--- src/rtl/rv_dbg_pkg.sv ---
// Shared types and helpers for the debug-path store tracer.
//   conv_state_t  : state encoding of the sequential binary-to-BCD converter
//   BCD_ADD3      : correction added to a BCD digit before each doubling step
//   bcd_adjust()  : per-digit double-dabble correction (add 3 when digit >= 5)
package rv_dbg_pkg;

  typedef enum logic [1:0] {
    IDLE  = 2'd0,
    LOAD  = 2'd1,
    SHIFT = 2'd2,
    DONE  = 2'd3
  } conv_state_t;

  localparam logic [3:0] BCD_ADD3   = 4'd3;
  localparam logic [3:0] BCD_THRESH = 4'd5;

  // A digit of 5..9 doubles past 9, so pre-add 3 to make the shift carry out.
  function automatic logic [3:0] bcd_adjust(input logic [3:0] digit);
    logic [3:0] result;
    if (digit >= BCD_THRESH) begin
      result = digit + BCD_ADD3;
    end else begin
      result = digit;
    end
    return result;
  endfunction

endpackage

--- src/rtl/bin2bcd_seq.sv ---
// Sequential shift-add (double-dabble) binary-to-BCD converter.
// One input bit is consumed per cycle in SHIFT; the result register changes
// only in DONE so a downstream display never sees partial values.
// Digits above DIGITS are carried out of the top and lost, so the result is
// the input value modulo 10^DIGITS.
// Ports:
//   clk, reset : clock, synchronous active-high reset (aborts a conversion)
//   start      : request; accepted in IDLE or DONE (back-to-back restart)
//   bin        : value sampled in LOAD
//   busy       : high from LOAD through DONE
//   done       : high during the DONE cycle
//   bcd        : registered result, digit 0 in [3:0]
module bin2bcd_seq
  import rv_dbg_pkg::*;
#(
  parameter int IN_W   = 10,
  parameter int DIGITS = 3
) (
  input  logic                  clk,
  input  logic                  reset,
  input  logic                  start,
  input  logic [IN_W-1:0]       bin,
  output logic                  busy,
  output logic                  done,
  output logic [4*DIGITS-1:0]   bcd
);

  localparam int CNT_W = (IN_W > 1) ? $clog2(IN_W) : 1;
  localparam int BCD_W = 4 * DIGITS;
  localparam logic [CNT_W-1:0] LAST_BIT = CNT_W'(IN_W - 1);

  conv_state_t       state_r;
  conv_state_t       state_s;
  logic [IN_W-1:0]   bin_r;
  logic [BCD_W-1:0]  work_r;
  logic [BCD_W-1:0]  adj_s;
  logic [BCD_W-1:0]  bcd_r;
  logic [CNT_W-1:0]  cnt_r;
  logic              last_shift_s;

  assign last_shift_s = (cnt_r == LAST_BIT);

  // Per-digit add-3 correction applied before every shift.
  always_comb begin
    adj_s = '0;
    for (int d = 0; d < DIGITS; d++) begin
      adj_s[4*d +: 4] = bcd_adjust(work_r[4*d +: 4]);
    end
  end

  // Converter state register.
  always_ff @(posedge clk) begin
    if (reset) begin
      state_r <= IDLE;
    end else begin
      state_r <= state_s;
    end
  end

  // Converter next-state logic.
  always_comb begin
    state_s = state_r;
    case (state_r)
      IDLE: begin
        if (start) begin
          state_s = LOAD;
        end else begin
          state_s = IDLE;
        end
      end
      LOAD: begin
        state_s = SHIFT;
      end
      SHIFT: begin
        if (last_shift_s) begin
          state_s = DONE;
        end else begin
          state_s = SHIFT;
        end
      end
      DONE: begin
        // A request waiting at DONE restarts without passing through IDLE.
        if (start) begin
          state_s = LOAD;
        end else begin
          state_s = IDLE;
        end
      end
      default: begin
        state_s = IDLE;
      end
    endcase
  end

  // Conversion datapath: sample, shift MSB-first into the BCD digits, publish.
  always_ff @(posedge clk) begin
    if (reset) begin
      bin_r  <= '0;
      work_r <= '0;
      cnt_r  <= '0;
      bcd_r  <= '0;
    end else begin
      case (state_r)
        LOAD: begin
          bin_r  <= bin;
          work_r <= '0;
          cnt_r  <= '0;
        end
        SHIFT: begin
          work_r <= {adj_s[BCD_W-2:0], bin_r[IN_W-1]};
          bin_r  <= {bin_r[IN_W-2:0], 1'b0};
          cnt_r  <= cnt_r + 1'b1;
        end
        DONE: begin
          bcd_r <= work_r;
        end
        default: begin
          bcd_r <= bcd_r;
        end
      endcase
    end
  end

  assign busy = (state_r != IDLE);
  assign done = (state_r == DONE);
  assign bcd  = bcd_r;

endmodule

--- src/rtl/store_trace_display.sv ---
// Store-event tracer for the core debug path.
// Every data-memory write leaves (addr, data) low bits in a DEPTH-entry trace.
// The selected entry (newest, or older ones in browse view) is converted to
// BCD for 7-segment decoders by two lockstep bin2bcd_seq instances.
// Ports:
//   clk, reset            : clock, synchronous active-high reset
//   mem_write             : store strobe, one cycle per store
//   data_addr, write_data : store address and data
//   clear                 : empty the trace and clear overflow
//   browse                : 0 live view (newest), 1 browse view
//   step                  : select next-older entry in browse view
//   addr_bcd, data_bcd    : BCD of the displayed entry
//   entry_valid           : trace holds at least one entry
//   count                 : entries held, saturating at DEPTH
//   overflow              : sticky, a store was lost or overwritten
//   busy                  : conversion in progress
module store_trace_display
  import rv_dbg_pkg::*;
#(
  parameter int DATA_WIDTH  = 32,
  parameter int CAP_W       = 10,
  parameter int DEPTH       = 8,
  parameter int ADDR_DIGITS = 3,
  parameter int DATA_DIGITS = 3,
  parameter int OVERWRITE   = 1
) (
  input  logic                        clk,
  input  logic                        reset,
  input  logic                        mem_write,
  input  logic [DATA_WIDTH-1:0]       data_addr,
  input  logic [DATA_WIDTH-1:0]       write_data,
  input  logic                        clear,
  input  logic                        browse,
  input  logic                        step,
  output logic [4*ADDR_DIGITS-1:0]    addr_bcd,
  output logic [4*DATA_DIGITS-1:0]    data_bcd,
  output logic                        entry_valid,
  output logic [$clog2(DEPTH):0]      count,
  output logic                        overflow,
  output logic                        busy
);

  localparam int PTR_W = $clog2(DEPTH);
  localparam int CNT_W = PTR_W + 1;
  localparam logic [CNT_W-1:0] FULL_COUNT = CNT_W'(DEPTH);
  localparam logic             OVW_EN     = (OVERWRITE != 0);

  logic [CAP_W-1:0] addr_mem_r [DEPTH];
  logic [CAP_W-1:0] data_mem_r [DEPTH];
  logic [PTR_W-1:0] wr_ptr_r;
  logic [CNT_W-1:0] count_r;
  logic             overflow_r;
  logic [PTR_W-1:0] offset_r;
  logic             browse_d_r;
  logic             pending_r;

  logic             store_s;
  logic             full_s;
  logic             capture_s;
  logic             step_ok_s;
  logic             offset_last_s;
  logic             req_s;
  logic             start_s;
  logic             accept_s;
  logic [PTR_W-1:0] sel_ptr_s;
  logic [CAP_W-1:0] sel_addr_s;
  logic [CAP_W-1:0] sel_data_s;
  logic             addr_busy_s;
  logic             data_busy_s;
  logic             addr_done_s;
  logic             data_done_s;
  logic             conv_busy_s;
  logic             conv_done_s;

  // clear takes priority, so a store in the same cycle never lands.
  assign store_s       = mem_write & ~clear;
  assign full_s        = (count_r == FULL_COUNT);
  assign capture_s     = store_s & (~full_s | OVW_EN);
  assign step_ok_s     = browse & step & (count_r != '0);
  assign offset_last_s = ({1'b0, offset_r} == (count_r - CNT_W'(1)));

  // Any event that can change what should be on the display asks for a refresh.
  assign req_s = (~browse & capture_s) | step_ok_s | (browse_d_r & ~browse) | clear;

  assign conv_busy_s = addr_busy_s | data_busy_s;
  assign conv_done_s = addr_done_s & data_done_s;
  assign start_s     = req_s | pending_r;
  assign accept_s    = start_s & (~conv_busy_s | conv_done_s);

  // Newest entry sits just behind the write pointer; older ones further back.
  assign sel_ptr_s = wr_ptr_r - PTR_W'(1) - offset_r;

  // Selected entry, forced to zero while the trace is empty.
  always_comb begin
    sel_addr_s = '0;
    sel_data_s = '0;
    if (count_r != '0) begin
      sel_addr_s = addr_mem_r[sel_ptr_s];
      sel_data_s = data_mem_r[sel_ptr_s];
    end else begin
      sel_addr_s = '0;
      sel_data_s = '0;
    end
  end

  // Trace storage; contents are don't-care while count says they are absent.
  always_ff @(posedge clk) begin
    if (capture_s) begin
      addr_mem_r[wr_ptr_r] <= data_addr[CAP_W-1:0];
      data_mem_r[wr_ptr_r] <= write_data[CAP_W-1:0];
    end else begin
      addr_mem_r[wr_ptr_r] <= addr_mem_r[wr_ptr_r];
      data_mem_r[wr_ptr_r] <= data_mem_r[wr_ptr_r];
    end
  end

  // Trace bookkeeping: write pointer, fill count, overflow and browse offset.
  always_ff @(posedge clk) begin
    if (reset) begin
      wr_ptr_r   <= '0;
      count_r    <= '0;
      overflow_r <= 1'b0;
      offset_r   <= '0;
    end else if (clear) begin
      wr_ptr_r   <= '0;
      count_r    <= '0;
      overflow_r <= 1'b0;
      offset_r   <= '0;
    end else begin
      if (capture_s) begin
        wr_ptr_r <= wr_ptr_r + PTR_W'(1);
        if (!full_s) begin
          count_r <= count_r + CNT_W'(1);
        end
      end
      // Full trace: the store either overwrites the oldest entry or is dropped.
      if (store_s && full_s) begin
        overflow_r <= 1'b1;
      end
      if (!browse) begin
        offset_r <= '0;
      end else if (step_ok_s) begin
        if (offset_last_s) begin
          offset_r <= '0;
        end else begin
          offset_r <= offset_r + PTR_W'(1);
        end
      end
    end
  end

  // Browse level history for the leave-browse refresh, plus coalesced request.
  always_ff @(posedge clk) begin
    if (reset) begin
      browse_d_r <= 1'b0;
      pending_r  <= 1'b0;
    end else begin
      browse_d_r <= browse;
      pending_r  <= (pending_r | req_s) & ~accept_s;
    end
  end

  bin2bcd_seq #(
    .IN_W   (CAP_W),
    .DIGITS (ADDR_DIGITS)
  ) u_addr_conv (
    .clk   (clk),
    .reset (reset),
    .start (start_s),
    .bin   (sel_addr_s),
    .busy  (addr_busy_s),
    .done  (addr_done_s),
    .bcd   (addr_bcd)
  );

  bin2bcd_seq #(
    .IN_W   (CAP_W),
    .DIGITS (DATA_DIGITS)
  ) u_data_conv (
    .clk   (clk),
    .reset (reset),
    .start (start_s),
    .bin   (sel_data_s),
    .busy  (data_busy_s),
    .done  (data_done_s),
    .bcd   (data_bcd)
  );

  generate
    if (CAP_W < DATA_WIDTH) begin : g_unused_hi
      logic unused_hi_s;
      assign unused_hi_s = ^{data_addr[DATA_WIDTH-1:CAP_W], write_data[DATA_WIDTH-1:CAP_W]};
    end
  endgenerate

  assign entry_valid = (count_r != '0);
  assign count       = count_r;
  assign overflow    = overflow_r;
  assign busy        = conv_busy_s;

endmodule

--- config.mk ---
export PLATFORM = sky130hd
export DESIGN_NAME = store_trace_display
export DESIGN_NICKNAME = d
export VERILOG_FILES = /design/src/rtl/rv_dbg_pkg.sv /design/src/rtl/bin2bcd_seq.sv /design/src/rtl/store_trace_display.sv
export SDC_FILE = /design/constraint.sdc
export NUM_CORES = 1
export LEC_CHECK = 0
export BUFFER_PORTS_ARGS = -buffer_cell sky130_fd_sc_hd__clkbuf_2
export CAP_MARGIN = 10
export CORE_MARGIN = 2
export CORE_UTILIZATION = 50
export CTS_CLUSTER_DIAMETER = 100
export CTS_CLUSTER_SIZE = 28
export DETAILED_ROUTE_END_ITERATION = 8
export PLACE_DENSITY = 0.78
export SLEW_MARGIN = 5
export SYNTH_ARGS = -nofsm -noshare
export SYNTH_HDL_FRONTEND = slang
export SYNTH_SLANG_ARGS = --single-unit
--- constraint.sdc ---
create_clock -name clk -period 2.95 [get_ports clk]
set_input_delay 0.1475 -clock clk [delete_from_list [all_inputs] [get_ports clk]]
set_output_delay 0.1475 -clock clk [all_outputs]
set_load 0.005 [all_outputs]
==> metrics.cfg, run 1 <==
[power]
power.share.clock_pct=28.7
p_int_w=0.00500
swShare_pct=25.9
power_frac_seq_pct=57.4
combPwrFrac_pct=14.0
p_leak_nw=4.16
power.density_nw_per_um2=584
peakVddDrop_uv=666
p_switching_w=0.00174

[drt]
viasPerCell=5.50
drc=0
wl_met2_mm=9.34
drt_wl_total_mm=18.7
wl_met1_mm=8.08
ant_nets=0
drt_pass1_iterations=4
route.met3.wl_um=858
vias=5872
dr.first_iter.drc_count=368
wl_per_cell_um=17.6
dr.max_layer_used=met4

[floorplanning]
die_h_um=147
die_w_um=147
ios=101
num_rows=52
dieArea_um2=21700
start_util_pct=50.8
core_area_um2=20200

[final_layout]
fin_nets=891
diodes=0
layout-drive-gt1-share_pct=17.9
multi_input_area_um2=3370
layout_common_cells=edfxtp_1 (160), dfxtp_1 (93), nor2_1 (68), clkbuf_2 (56), mux2i_1 (48)
mostFrequentLayoutCell=edfxtp_1
regArea_um2=6670
final.fill_count=1592
areaGrowthSynthToFinish_pct=12.3

[critical_path]
critPathArrivalTime_ns=2.79
cp.required_ns=3.30
end_kind=flip-flop
start_kind=flip-flop
cp_max_fo=40
critical_path_class=flip-flop to flip-flop

[synthesis]
synth_top_family_by_area=multiplexers
synth_xor_area_share_pct=1.96
ys_async_sr_fraction_pct=0
synth_adder_area_share_pct=3.72
synth_fp_nets=822
syn_area_um2=10300
yosys.area_share.simple_pct=7.14
synth-compound-area-share_pct=6.15
synth_warnings=0
synth.distinct_cells=42
ys_seq_area_share_pct=64.8
synthMuxAreaShare_pct=13.4
synth-edff-count=160
synthCells=722
synth.avg_cell_area_um2=14.2
ys_ff_latch=253
ys.flop_type=edfxtp_1

[sta]
period_share_pct=82.7
fin_crit_ns=2.44
finalHoldViolCount=0
clock_skew_ns=0.0264
rsz0062_at_grt=false
hold_ws_ns=0.0626
slew_viol_final=0
worstMarginPinSlew_ns=0.754
fin_tns_setup_ns=0
clock.fmax_mhz=410
finalSetupViolCount=0
post-route-worst-setup-slack_ns=0.509
maxSlewHeadroom_pct=49.7

[clocking]
cts_num_sinks=253
h-tree-depth=1
clk_latency_ns=0.49
cts_root_buf=clkbuf_16
cts-buffers-inserted=13
cts.path.max_buffers=3
cts_tree=done
clk_pin_slew_ns=0.10

[global_route]
grt_max_degree=52
grt_usage_pct=17.5
grt_pass1_vias=5706
grt_pass1_wl_mm=30.2
grt_overflow=0
antenna_found_initial=0

[outcome]
status=complete, no violations

[place]
gp_congestion=0.792
dp_hpwl_mm=11.8
portBuffers=56
placement.setup.worst_slack_ns=0.551

[worst_hold_path]
hold_path_class=input port to flip-flop

[flow_run]
max_cap_violations=0

==> worst max-delay path, stage by stage, from the launching register on <==
cell     delay [ns]
dfxtp_1        0.44
inv_1          0.08
ha_2           0.18
fa_2           0.55
buf_12         0.26
mux4_2         0.34
mux2i_1        0.29
o22ai_1        0.15
==> area by class of cell <==
class / instances / area share (%)
clock buffers: 18 / 2.98
multi-input cells: 400 / 29.2
well taps: 270 / 2.92
clock inverters: 3 / 0.260
inverters: 29 / 0.942
flip-flops and latches: 253 / 57.7
repair buffers: 94 / 6.00
==> power by group through the flow <==
stage	registers (W)	logic [W]	clock network, W
2_1_floorplan	0.00394	0.000631	0
3_3_place_gp	0.00394	0.000900	0
3_5_place_dp	0.00395	0.000917	0
4_1_cts	0.00387	0.000942	0.00199
5_1_grt	0.00388	0.00104	0.00210
6_report	0.00387	0.000942	0.00193
==> Yosys cell counts (16+ instances only) <==
cell | n | area share, %
xnor2_1 | 16 | 1.4
o22ai_1 | 18 | 1.1
edfxtp_1 | 160 | 47
a21oi_1 | 39 | 1.9
and3_1 | 17 | 1.0
ha_1 | 29 | 3.5
clkbuf_1 | 25 | 0.91
mux2i_1 | 48 | 4.7
inv_1 | 28 | 1.0
dfxtp_1 | 93 | 18
nor2_1 | 74 | 2.7
nand2_1 | 28 | 1.0
mux4_2 | 40 | 8.8
==> per-stage QoR <==
| step | util (%) | instances | instance area (µm²) | total power, W |
|---|---|---|---|---|
| floorplan | - | 722 | 10300 | 0.00457 |
| global placement | 54.2 | 1025 | 11000 | 0.00484 |
| detailed placement | 54.2 | 1025 | 11000 | 0.00486 |
| CTS | 57.1 | 1067 | 11500 | 0.00680 |
| global route | 57.1 | 1067 | 11500 | 0.00702 |
| finish | 57.1 | 1067 | 11500 | 0.00674 |
==> metal layers <==
| layer | up-vias | global-route usage, % |
|---|---|---|
| met1 | 2893 | 23.1 |
| met2 | 129 | 30.7 |
| li1 | 2822 | - |
| met3 | 28 | 2.53 |
| met5 | - | 0 |
| met4 | 0 | 4.71 |
==> final timing paths <==
| kind | startpoint | endpoint | slack [ns] | depth (start not counted) |
|---|---|---|---|---|
| setup reg to reg | offset_r[0] | u_data_conv.bin_r[2] | 0.51 | 7 |
| setup / recovery | offset_r[0] | u_data_conv.bin_r[2] | 0.51 | 7 |
| hold reg to reg | u_addr_conv.bin_r[9] | u_addr_conv.work_r[0] | 0.49 | 2 |
| hold / removal | mem_write | wr_ptr_r[0] | 0.06 | 3 |
==> flip-flops by register name, summed over array words and instances (netlist names) <==
name and flops:
data_mem_r 80, pending_r 1, u_data_conv.cnt_r 4, u_addr_conv.bin_r 10
browse_d_r 1, u_data_conv.state_r 2, u_data_conv.work_r 12, u_data_conv.bcd 12
u_addr_conv.state_r 2, offset_r 3, overflow 1, wr_ptr_r 3
u_addr_conv.bcd 12, u_addr_conv.work_r 12, u_data_conv.bin_r 10, count 4
u_addr_conv.cnt_r 4, addr_mem_r 80
==> repair_timing <==
action | in CTS | in global routing
hold endpoints to repair | 161 | 0
hold buffers | 21 | 0
buffers inserted | 0 | 0
gates resized for setup | 0 | 0
==> cell families (layout without fill, tap and decap cells) <==
logic type / after synthesis / count (layout)
buffers and inverters: 69 / 144
adders and majority gates: 30 / 30
AOI/OAI and AO/OA: 100 / 100
xor gates and xnor gates: 23 / 23
and+or+nand+nor: 159 / 159
DFF: 253 / 253
muxes: 88 / 88
No activity file was read; power rests on OpenSTA's default activity.
==> run 2: changes to the inputs <==
--- a/config.mk
+++ b/config.mk
@@ -12,7 +12,7 @@
 export CTS_CLUSTER_DIAMETER = 100
 export CTS_CLUSTER_SIZE = 28
 export DETAILED_ROUTE_END_ITERATION = 8
-export PLACE_DENSITY = 0.78
+export PLACE_DENSITY = 0.81
 export SLEW_MARGIN = 5
 export SYNTH_ARGS = -nofsm -noshare
 export SYNTH_HDL_FRONTEND = slang
==> constraint.sdc (replaced) <==
create_clock -name clk -period 2.17 [get_ports clk]
set_input_delay 0.1085 -clock clk [delete_from_list [all_inputs] [get_ports clk]]
set_output_delay 0.1085 -clock clk [all_outputs]
set_load 0.005 [all_outputs]
==> run 2 against run 1 <==
  * Worst hold slack worse by 0.019 ns
  * Worst setup slack worse by 0.54 ns
  * Maximum frequency is 11% higher
  * Largest power group unchanged
  * The flow now finishes with violations (negative setup slack)
  * Combinational power is 60% higher
  * Die area stayed put
  * Global-route usage is 1.5 points higher
  * Non-clock buffer count is 29 higher
  * Sequential power is 36% higher
  * Clock skew hardly changed
  * Sequential cell count stayed put
==> metrics.cfg, run 2 (synthesis results as in run 1) <==
[final_layout]
mostFrequentLayoutCell=edfxtp_1  ; unchanged
layout-drive-gt1-share_pct=22.6  ; was 17.9%
areaGrowthSynthToFinish_pct=17.1  ; was 12.3%
reg_top3=addr_mem_r x80, data_mem_r x80  ; unchanged
fin_nets=920  ; was 891
final_area_um2=12000  ; was 11,500 µm²
diodes=0  ; unchanged
layout_common_cells=edfxtp_1 (160), dfxtp_1 (91), nor2_1 (68), clkbuf_2 (56), mux2i_1 (41)  ; was edfxtp_1 (160), dfxtp_1 (93), nor2_1 (68), clkbuf_2 (56), mux2i_1 (48)

[worst_hold_path]
hp-start=mem_write  ; unchanged
hold_path_class=input port to flip-flop  ; unchanged

[critical_path]
critical_path_class=flip-flop to flip-flop  ; unchanged
end_kind=flip-flop  ; unchanged
cp.required_ns=2.51  ; was 3.30 ns
r2r_start=offset_r[0]  ; unchanged
path_cells=inv_2, ha_4, fa_2, buf_6, buf_16, mux4_2, mux2i_1, o22ai_1  ; was inv_1, ha_2, fa_2, buf_12, mux4_2, mux2i_1, o22ai_1
critical_path.max_stage_delay_ns=0.62  ; was 0.55 ns
slowest_stage=fa_2  ; unchanged
cp_max_fo=6  ; was 40
critPathArrivalTime_ns=2.55  ; was 2.79 ns
crit_path_start=offset_r[0]  ; unchanged
start_kind=flip-flop  ; unchanged
reg2reg_slack_ns=-0.04  ; was 0.51 ns

[sta]
finalSetupViolCount=10  ; was 0
clock.fmax_mhz=453  ; was 410 MHz
worstMarginPinSlew_ns=0.528  ; was 0.754 ns
rsz0062_at_grt=true  ; was false
finalHoldViolCount=0  ; unchanged
clock_skew_ns=0.0262  ; was 0.0264 ns
post-route-worst-setup-slack_ns=-0.0351  ; was 0.509 ns
fin_crit_ns=2.21  ; was 2.44 ns
maxSlewHeadroom_pct=64.7  ; was 49.7%
slew_viol_final=0  ; unchanged
period_share_pct=102  ; was 82.7%
hold_ws_ns=0.0440  ; was 0.0626 ns

[drt]
viasPerCell=5.65  ; was 5.50
drc=0  ; unchanged
drt_pass1_iterations=4  ; unchanged
ant_nets=0  ; unchanged
vias=6189  ; was 5,872
wl_per_cell_um=19.3  ; was 17.6 µm
drt_wl_total_mm=21.2  ; was 18.7 mm
dr.first_iter.drc_count=435  ; was 368

[outcome]
violations=negative setup slack
status=finished, violations left  ; was complete, no violations

[power]
p_leak_nw=4.34  ; was 4.16 nW
combPwrFrac_pct=16.0  ; was 14.0%
peakVddDrop_uv=767  ; was 666 µV
swShare_pct=26.4  ; was 25.9%
power.share.clock_pct=28.2  ; was 28.7%
power.density_nw_per_um2=783  ; was 584 nW/µm²
power_frac_seq_pct=55.7  ; was 57.4%
p_int_w=0.00694  ; was 0.00500 W
p_switching_w=0.00249  ; was 0.00174 W

[floorplanning]
dieArea_um2=21700  ; unchanged
start_util_pct=50.8  ; unchanged
ios=101  ; unchanged
core_area_um2=20200  ; unchanged
die_h_um=147  ; unchanged
die_w_um=147  ; unchanged
num_rows=52  ; unchanged

[clocking]
cts_tree=done  ; unchanged
cts_root_buf=clkbuf_16  ; unchanged
cts-buffers-inserted=13  ; unchanged
clk_latency_ns=0.49  ; about the same
h-tree-depth=1  ; unchanged
cts_num_sinks=253  ; unchanged
cts.path.max_buffers=3  ; unchanged
clk_pin_slew_ns=0.11  ; was 0.10 ns

[place]
gp_congestion=0.791  ; was 0.792
portBuffers=56  ; unchanged
dp_hpwl_mm=12.2  ; was 11.8 mm
placed_cell_area_um2=11200  ; was 11,000 µm²

[global_route]
antenna_found_initial=0  ; unchanged
grt_pass1_wl_mm=32.5  ; was 30.2 mm
grt_pass1_vias=6065  ; was 5,706
grt_usage_pct=19.0  ; was 17.5%
grt_max_degree=34  ; was 52
grt_overflow=0  ; unchanged

[flow_run]
max_cap_violations=0  ; unchanged

[run 2: cell types whose count changed in the layout (fill, tap and decap cells not counted), moves of 3 or more]
cell,change
mux2i_2,+7
buf_12,+7
mux2i_1,-7
buf_16,+3
buf_4,+15
[run 2: final timing paths]
path	depth (start not counted)	to
worst max-delay path	8	u_addr_conv.bin_r[2]
worst min-delay path	3	wr_ptr_r[1]
worst max register to register	8	u_addr_conv.bin_r[2]
worst min register to register	2	u_addr_conv.bcd[7]
[run 2: worst max-delay path, delay by kind of cell, from the launching register on]
family | cells | cell delay, ns
buffers and inverters | 3 | 0.34
flip-flops | 1 | 0.35
adder cells (fa/ha/maj) | 2 | 0.77
multiplexers | 2 | 0.49
AO/OA/AOI/OAI | 1 | 0.10
[run 2: power groups by stage]
stage	Clock, W	Sequential (W)	Combinational [W]
6_report	0.00266	0.00525	0.00151
5_1_grt	0.00288	0.00527	0.00165
4_1_cts	0.00271	0.00525	0.00146
3_5_place_dp	0	0.00536	0.00136
3_3_place_gp	0	0.00536	0.00134
2_1_floorplan	0	0.00535	0.000859
[run 2: timing repair]
item,CTS,global route
pin swaps,7,3
endpoints found under the setup margin,4,22
setup buffers,2,3
endpoints found under the hold margin,163,0
gates cloned,3,2
hold buffers,21,0
gates resized for setup,15,12
[run 2: area by class of cell]
class | count | area (µm²)
clock buffers | 19 | 348
clock inverters | 2 | 32.5
fillers | 1500 | 8190
inverters | 29 | 109
multi-input cells | 400 | 3440
flip-flops and latches | 253 | 6670
well taps | 270 | 338
repair buffers | 123 | 1100
[run 2: stage by stage]
step	setup slack, ns	util [%]	std cells	total power [W]	TNS [ns]
6_report	-0.0351	59.5	1096	0.00943	-0.217
5_1_grt	-0.106	59.5	1096	0.00979	-1.20
4_1_cts	-0.0542	59.0	1092	0.00942	-0.378
3_5_place_dp	0.0289	55.3	1045	0.00672	0
3_3_place_gp	0.0653	55.3	1045	0.00670	0
2_1_floorplan	0.0121	-	722	0.00621	0
[run 2: routing by layer]
layer	vias to the layer above	GRT usage (%)	wire (µm)
met5	-	0	0
met4	0	4.90	508
met3	34	2.69	1060
met2	198	33.6	10800
met1	3073	24.9	8810
li1	2884	-	-
